--- config.mk ---
export PLATFORM = sky130hd
export DESIGN_NAME = mult_issue
export DESIGN_NICKNAME = d
export VERILOG_FILES = /design/src/rtl/mult_issue.sv
export SDC_FILE = /design/constraint.sdc
export NUM_CORES = 1
export LEC_CHECK = 0
export BUFFER_PORTS_ARGS = -buffer_cell sky130_fd_sc_hd__buf_2
export CORE_MARGIN = 5
export CORE_UTILIZATION = 59
export DETAILED_ROUTE_END_ITERATION = 16
export GPL_TIMING_DRIVEN = 0
export PLACE_DENSITY = 0.82
export SLEW_MARGIN = 5
export SYNTH_ARGS = -nofsm -noshare
export SYNTH_HDL_FRONTEND = slang
export SYNTH_SLANG_ARGS = --single-unit
--- constraint.sdc ---
create_clock -name clock -period 10.75 [get_ports clock]
set_clock_uncertainty 0.15 [all_clocks]
set_input_delay 2.15 -clock clock [delete_from_list [all_inputs] [get_ports clock]]
set_output_delay 2.15 -clock clock [all_outputs]
set_load 0.02 [all_outputs]
--- src/rtl/mult_issue.sv ---
// mult_issue: queues operand pairs and issues them one at a time to a fixed-latency multiplier
module mult_issue #(
   parameter int DEPTH   = 4,
   parameter int TIMEOUT = 40
) (
   input  logic        clock,
   input  logic        reset,
   input  logic        in_valid,
   output logic        in_ready,
   input  logic [31:0] in_mlier,
   input  logic [31:0] in_mcand,
   output logic [31:0] mult_mlier,
   output logic [31:0] mult_mcand,
   output logic        mult_start,
   input  logic [63:0] mult_prodt,
   input  logic        mult_valid,
   output logic        out_valid,
   input  logic        out_ready,
   output logic [63:0] out_prodt,
   output logic        busy,
   output logic        timeout_err
);
   localparam int AW = $clog2(DEPTH);
   localparam int CW = $clog2(TIMEOUT + 1);
   localparam logic [AW:0] FULL = (AW + 1)'(DEPTH);
   localparam logic [CW-1:0] LAST = CW'(TIMEOUT - 1);
   typedef enum logic [1:0] {IDLE, ISSUE, GAP} state_t;
   state_t state, state_nx;
   logic [63:0] mem [DEPTH];
   logic [AW-1:0] wr_ptr, rd_ptr;
   logic [AW:0] count;
   logic [CW-1:0] cycles;
   logic mv_prev, push, pop, capture, expire;
   assign in_ready = reset && count != FULL;
   assign push = in_valid && in_ready;
   assign pop = state == IDLE && count != '0 && !out_valid;
   assign capture = state == ISSUE && mult_valid && !mv_prev;
   assign expire = state == ISSUE && !capture && cycles == LAST;
   assign busy = state != IDLE || count != '0;
   // operand storage; the pointers alone define which entries are live
   always_ff @(posedge clock)
      if (push) mem[wr_ptr] <= {in_mlier, in_mcand};
   // state register
   always_ff @(posedge clock)
      state <= !reset ? IDLE : state_nx;
   // IDLE issues on pop, ISSUE ends on capture or expiry, GAP is one re-arm clock
   always_comb begin
      state_nx = state;
      case (state)
         IDLE:    state_nx = pop ? ISSUE : IDLE;
         ISSUE:   state_nx = (capture || expire) ? GAP : ISSUE;
         default: state_nx = IDLE;
      endcase
   end
   // FIFO bookkeeping, operand launch, cycle counter, result capture and error flag
   always_ff @(posedge clock) begin
      if (!reset) begin
         wr_ptr      <= '0;
         rd_ptr      <= '0;
         count       <= '0;
         cycles      <= '0;
         mv_prev     <= 1'b0;
         mult_start  <= 1'b0;
         mult_mlier  <= '0;
         mult_mcand  <= '0;
         out_valid   <= 1'b0;
         out_prodt   <= '0;
         timeout_err <= 1'b0;
      end else begin
         mv_prev <= mult_valid;
         count   <= count + (AW + 1)'(push) - (AW + 1)'(pop);
         if (push) wr_ptr <= wr_ptr + AW'(1);
         if (pop) begin
            rd_ptr                   <= rd_ptr + AW'(1);
            {mult_mlier, mult_mcand} <= mem[rd_ptr];
            mult_start               <= 1'b1;
            cycles                   <= '0;
         end else if (state == ISSUE) cycles <= cycles + CW'(1);
         if (capture || expire) mult_start <= 1'b0;
         if (capture) begin
            out_prodt <= mult_prodt;
            out_valid <= 1'b1;
         end else if (out_valid && out_ready) out_valid <= 1'b0;
         if (expire) timeout_err <= 1'b1;
      end
   end
endmodule

==> parameters.txt <==
Parameter                              Value

GRT
  Initial antenna violation count ... 7
  Maximum number of pins on one net before global-route repair ... 43
  First-pass GRT wire length ... 51,050 um
  All-Layer GR Usage ... roughly a quarter
  Vias in the first global route ... around 9,000
  Residual overflow from global routing ... 0

Power
  Post-route total power ... ~4.5 mW
  Worst ir drop on vdd ... about 0.00018 V
  Ratio of total power to cell area ... ~250 nW/um^2
  Share of power burned in combinational logic ... between 20% and 30%
  Internal power ... about 3.1 mW
  Leakage dissipation ... 6.512 nW
  Net Switching ... between 1 and 1.5 mW
  Clock network fraction of design power ... 30.1%
  Seq pwr share ... a little over two fifths
  Switching power as a share of total power ... between 30% and 40%

Timing
  Final min period ... around 6.0 ns
  Final Max Slew Viols ... 0
  Final worst-path cycle share ... about 56%
  Transition at the pin with the smallest max-transition slack ... roughly 0.94 ns
  Endpoints failing setup ... 0
  Unrepaired setup endpoints after global routing ... false
  Summed negative setup slack over all endpoints ... 0 ns
  Maximum clock frequency ... 0.1653 GHz
  Number of endpoints with negative hold slack in the final report ... 0
  Slack of the critical path ... between 4 and 5 ns
  Headroom to the max-slew limit ... a little over a third

Setup path
  Kind of capture point of the worst setup path ... output port
  Slowest CP cell ... sky130_fd_sc_hd__clkbuf_1
  Arrival time of the worst setup path ... approximately 3.8 ns
  Crit path required time ... around 8.5 ns
  Reg-to-Reg End ... count[2]
  Cells along the critical path ... buf_2 > inv_2 > clkbuf_1 > buf_1 > a21oi_1 > buf_2
  Startpoint of the worst setup timing path ... reset
  Worst reg2reg setup slack ... ~7.8 ns
  Crit Path Category ... in -> out
  CP dominant cell by count ... sky130_fd_sc_hd__buf_2
  Startpoint of the most critical register-to-register path ... count[0]
  Maximum fanout along the worst path ... 10
  Launching element type of the critical path ... input port
  Maximum single-stage delay on the critical path ... ~0.53 ns
  R2r worst-path depth ... 10

Clocking
  Worst-Skew Late Latency ... between 0.5 and 0.6 ns
  Post-CTS Resized ... 0
  CTS tree ... built
  Buffers inserted by post-CTS timing repair ... 0
  Buffer levels on the longest clock path ... 3
  Post-CTS clock slew at the launch and capture registers of the worst setup and hold paths ... about 0.050 ns
  # hold bufs at CTS ... 0
  Number of CTS-inserted buffers ... 40
  Maximum level of the CTS H-tree ... 2
  Buffer cell driving the clock tree root ... sky130_fd_sc_hd__clkbuf_16
  Sinks on the clock net ... around 400

Worst hold path
  Destination of the worst hold path ... out_prodt[63]
  Class of the tightest hold or removal check ... reg -> reg
  WHS Path Cells ... 2
  Startpoint of the lowest-slack hold path ... out_prodt[63]

Drt
  DRC marker count from the first detailed-route iteration ... between 600 and 700
  Detailed-routing iteration count for the pre-antenna-repair pass ... 4
  Total routed wirelength ... around 33,000 um
  Total DRC errors in the routed layout ... 0
  Number of nets with antenna violations after routing ... 0
  Number of vias per cell ... between 5 and 6
  Via count ... 8,898
  Routed WL per cell ... 20.63 um

Floorplanning
  CORE AREA ... 24,390 sq um
  Width of the die ... around 170 um
  Height of the chip ... 167.4 um
  IO Count ... between 200 and 300
  Die ar. ... around 28,000 sq um
  Floorplan row count ... 57
  Initial Util ... about three fifths

Placement
  Pre-CTS setup slack ... between 4 and 5 ns
  Hpwl dp ... 21,720 um
  Final GP Congestion ... 0.9324
  Port Buffer Count ... around 270

Yosys
  Cell count after synthesis ... a little over 900
  Number of synthesized register bits ... between 400 and 500
  Netlist Area Pre-Place ... roughly 15,000 sq um
  Nets in the synthesized netlist ... roughly 1,100
  Count of flip-flops with a built-in enable after synthesis ... around 260
  Asr flop ratio synth ... 0%
  Yosys cell types ... 39
  Syn Area/Cell ... approximately 16 sq um
  Fraction of the yosys area taken by sequential cells ... approximately 73%
  Cell taking the most area after synthesis ... sky130_fd_sc_hd__edfxtp_1
  Yosys top cell area share ... between 50% and 60%
  Cell types with the largest area share after synthesis ... sky130_fd_sc_hd__edfxtp_1, sky130_fd_sc_hd__dfxtp_1, sky130_fd_sc_hd__mux4_2, sky130_fd_sc_hd__nand2_1, sky130_fd_sc_hd__o2bb2ai_1
  Synth Warn # ... 0
  Most used flip-flop cell after synthesis ... sky130_fd_sc_hd__edfxtp_1

Final layout
  Area Overhead vs Synth ... 21.27%
  Total number of nets in the final design ... between 1,000 and 1,500
  Total area of multi-input combinational cells ... around 3600 sq um
  Fraction of layout cells with a size suffix above 1 ... about a third
  Fill count ... about 1,500
  Area occupied by registers ... roughly 11,000 sq um

Status
  Status ... finished, final reports clean

Flow run
  Number of maximum-capacitance constraint violations ... 0
-- sequential cells by signal (all words and copies together) (netlist names), 2 cells and up --
| signal | cells |
|---|---|
| rd_ptr | 2 |
| mult_mcand | 32 |
| count | 3 |
| out_prodt | 64 |
| cycles | 6 |
| wr_ptr | 2 |
| mem | 256 |
| mult_mlier | 32 |
| state | 2 |
-- metal layers --
metal | vias up | global-route usage, % | part of all wire [%]
met5 | - | 0 | 0.14
met4 | 8 | 6.281 | 2.2
met3 | 54 | 5.658 | 8.0
met2 | 360 | 41.41 | 52
met1 | 4365 | 28.79 | 38
li1 | 4111 | - | -
-- synth_stat cells (2+ instances only) --
cell / n
sky130_fd_sc_hd__xnor2_1: 3
sky130_fd_sc_hd__dfxtp_1: 147
sky130_fd_sc_hd__nor2_1: 6
sky130_fd_sc_hd__ha_1: 7
sky130_fd_sc_hd__mux2i_1: 3
sky130_fd_sc_hd__edfxtp_1: 256
sky130_fd_sc_hd__mux4_2: 64
sky130_fd_sc_hd__nor3_2: 2
sky130_fd_sc_hd__buf_6: 5
sky130_fd_sc_hd__o31ai_1: 2
sky130_fd_sc_hd__o2bb2ai_2: 10
sky130_fd_sc_hd__or3_1: 4
sky130_fd_sc_hd__buf_2: 19
sky130_fd_sc_hd__buf_4: 7
sky130_fd_sc_hd__clkbuf_1: 27
sky130_fd_sc_hd__nand4_1: 3
sky130_fd_sc_hd__nand2_1: 198
sky130_fd_sc_hd__a21oi_1: 72
sky130_fd_sc_hd__o21ai_0: 4
sky130_fd_sc_hd__nand3b_1: 2
sky130_fd_sc_hd__inv_1: 10
sky130_fd_sc_hd__o2bb2ai_1: 54
sky130_fd_sc_hd__and2_1: 8
-- logic make-up (layout without fill, tap and decap cells) --
kind of cell	after synthesis	after routing	synth area share [%]
XOR/XNOR	4	4	0.2397
buffers and inverters	71	412	2.500
AO/OA/AOI/OAI	146	146	7.225
multiplexers	67	67	10.07
adder cells (fa/ha/maj)	8	8	0.7362
other	0	3	0
flip-flops	403	403	72.73
AND/OR/NAND/NOR	230	230	6.506
-- worst max-delay path: cells and delay by family --
kind	cells	cell delay, ns
buffers and inverters	5	1.51
AO/OA/AOI/OAI	1	0.08
-- final cells by class --
type / instances / area share, %
Inverter: 11 / 0.2329
Sequential cell: 403 / 59.97
Clock buffer: 58 / 6.487
Tap cell: 324 / 2.287
Antenna cell: 3 / 0.04235
Buffer: 60 / 1.828
Multi-Input combinational cell: 455 / 20.48
Clock inverter: 14 / 0.6917
Timing Repair Buffer: 269 / 7.976
-- through the flow --
stage | utilization, % | hold slack, ns | cells | cell area (sq um)
after global routing | 72.67 | 0.3192 | 1597 | 17730
after global placement | 67.03 | 0.2845 | 1518 | 16350
after floorplan | - | 0.3085 | 929 | 14620
after CTS | 72.64 | 0.3010 | 1594 | 17720
after detailed placement | 67.43 | 0.2935 | 1522 | 16450
final | 72.67 | 0.2997 | 1597 | 17730
-- power by group through the flow --
stage                     clock network (mW)  registers (mW)  logic (mW)
after floorplan                            0            2.13       0.634
after global placement                     0            1.99        1.13
after detailed placement                   0            1.99        1.17
after CTS                               1.36            1.96        1.18
after global routing                    1.43            1.98        1.25
final                                   1.34            1.96        1.15
-- cells in the final DEF, fill, tap and decap left out, types with 5 or more instances in the layout --
master                      count
sky130_fd_sc_hd__a21oi_1       72
sky130_fd_sc_hd__buf_2        284
sky130_fd_sc_hd__buf_4          7
sky130_fd_sc_hd__buf_6          5
sky130_fd_sc_hd__clkbuf_1      38
sky130_fd_sc_hd__clkbuf_16     41
sky130_fd_sc_hd__clkbuf_8       6
sky130_fd_sc_hd__clkinv_2       6
sky130_fd_sc_hd__dfxtp_1      147
sky130_fd_sc_hd__edfxtp_1     256
sky130_fd_sc_hd__ha_1           7
sky130_fd_sc_hd__inv_1         10
sky130_fd_sc_hd__mux4_2        64
sky130_fd_sc_hd__nand2_1      198
sky130_fd_sc_hd__nor2_1         6
sky130_fd_sc_hd__o2bb2ai_1     54
sky130_fd_sc_hd__o2bb2ai_2     10
-- how the worst max path moves through the flow --
| stage | end | depth (start not counted) |
|---|---|---|
| 4_1_cts | in_ready | 6 |
| 3_5_place_dp | in_ready | 6 |
| 6_report | in_ready | 6 |
| 2_1_floorplan | in_ready | 4 |
| 5_1_grt | in_ready | 6 |
| 3_3_place_gp | mem[2][0] | 4 |
Power figures use the tool's default switching activity.
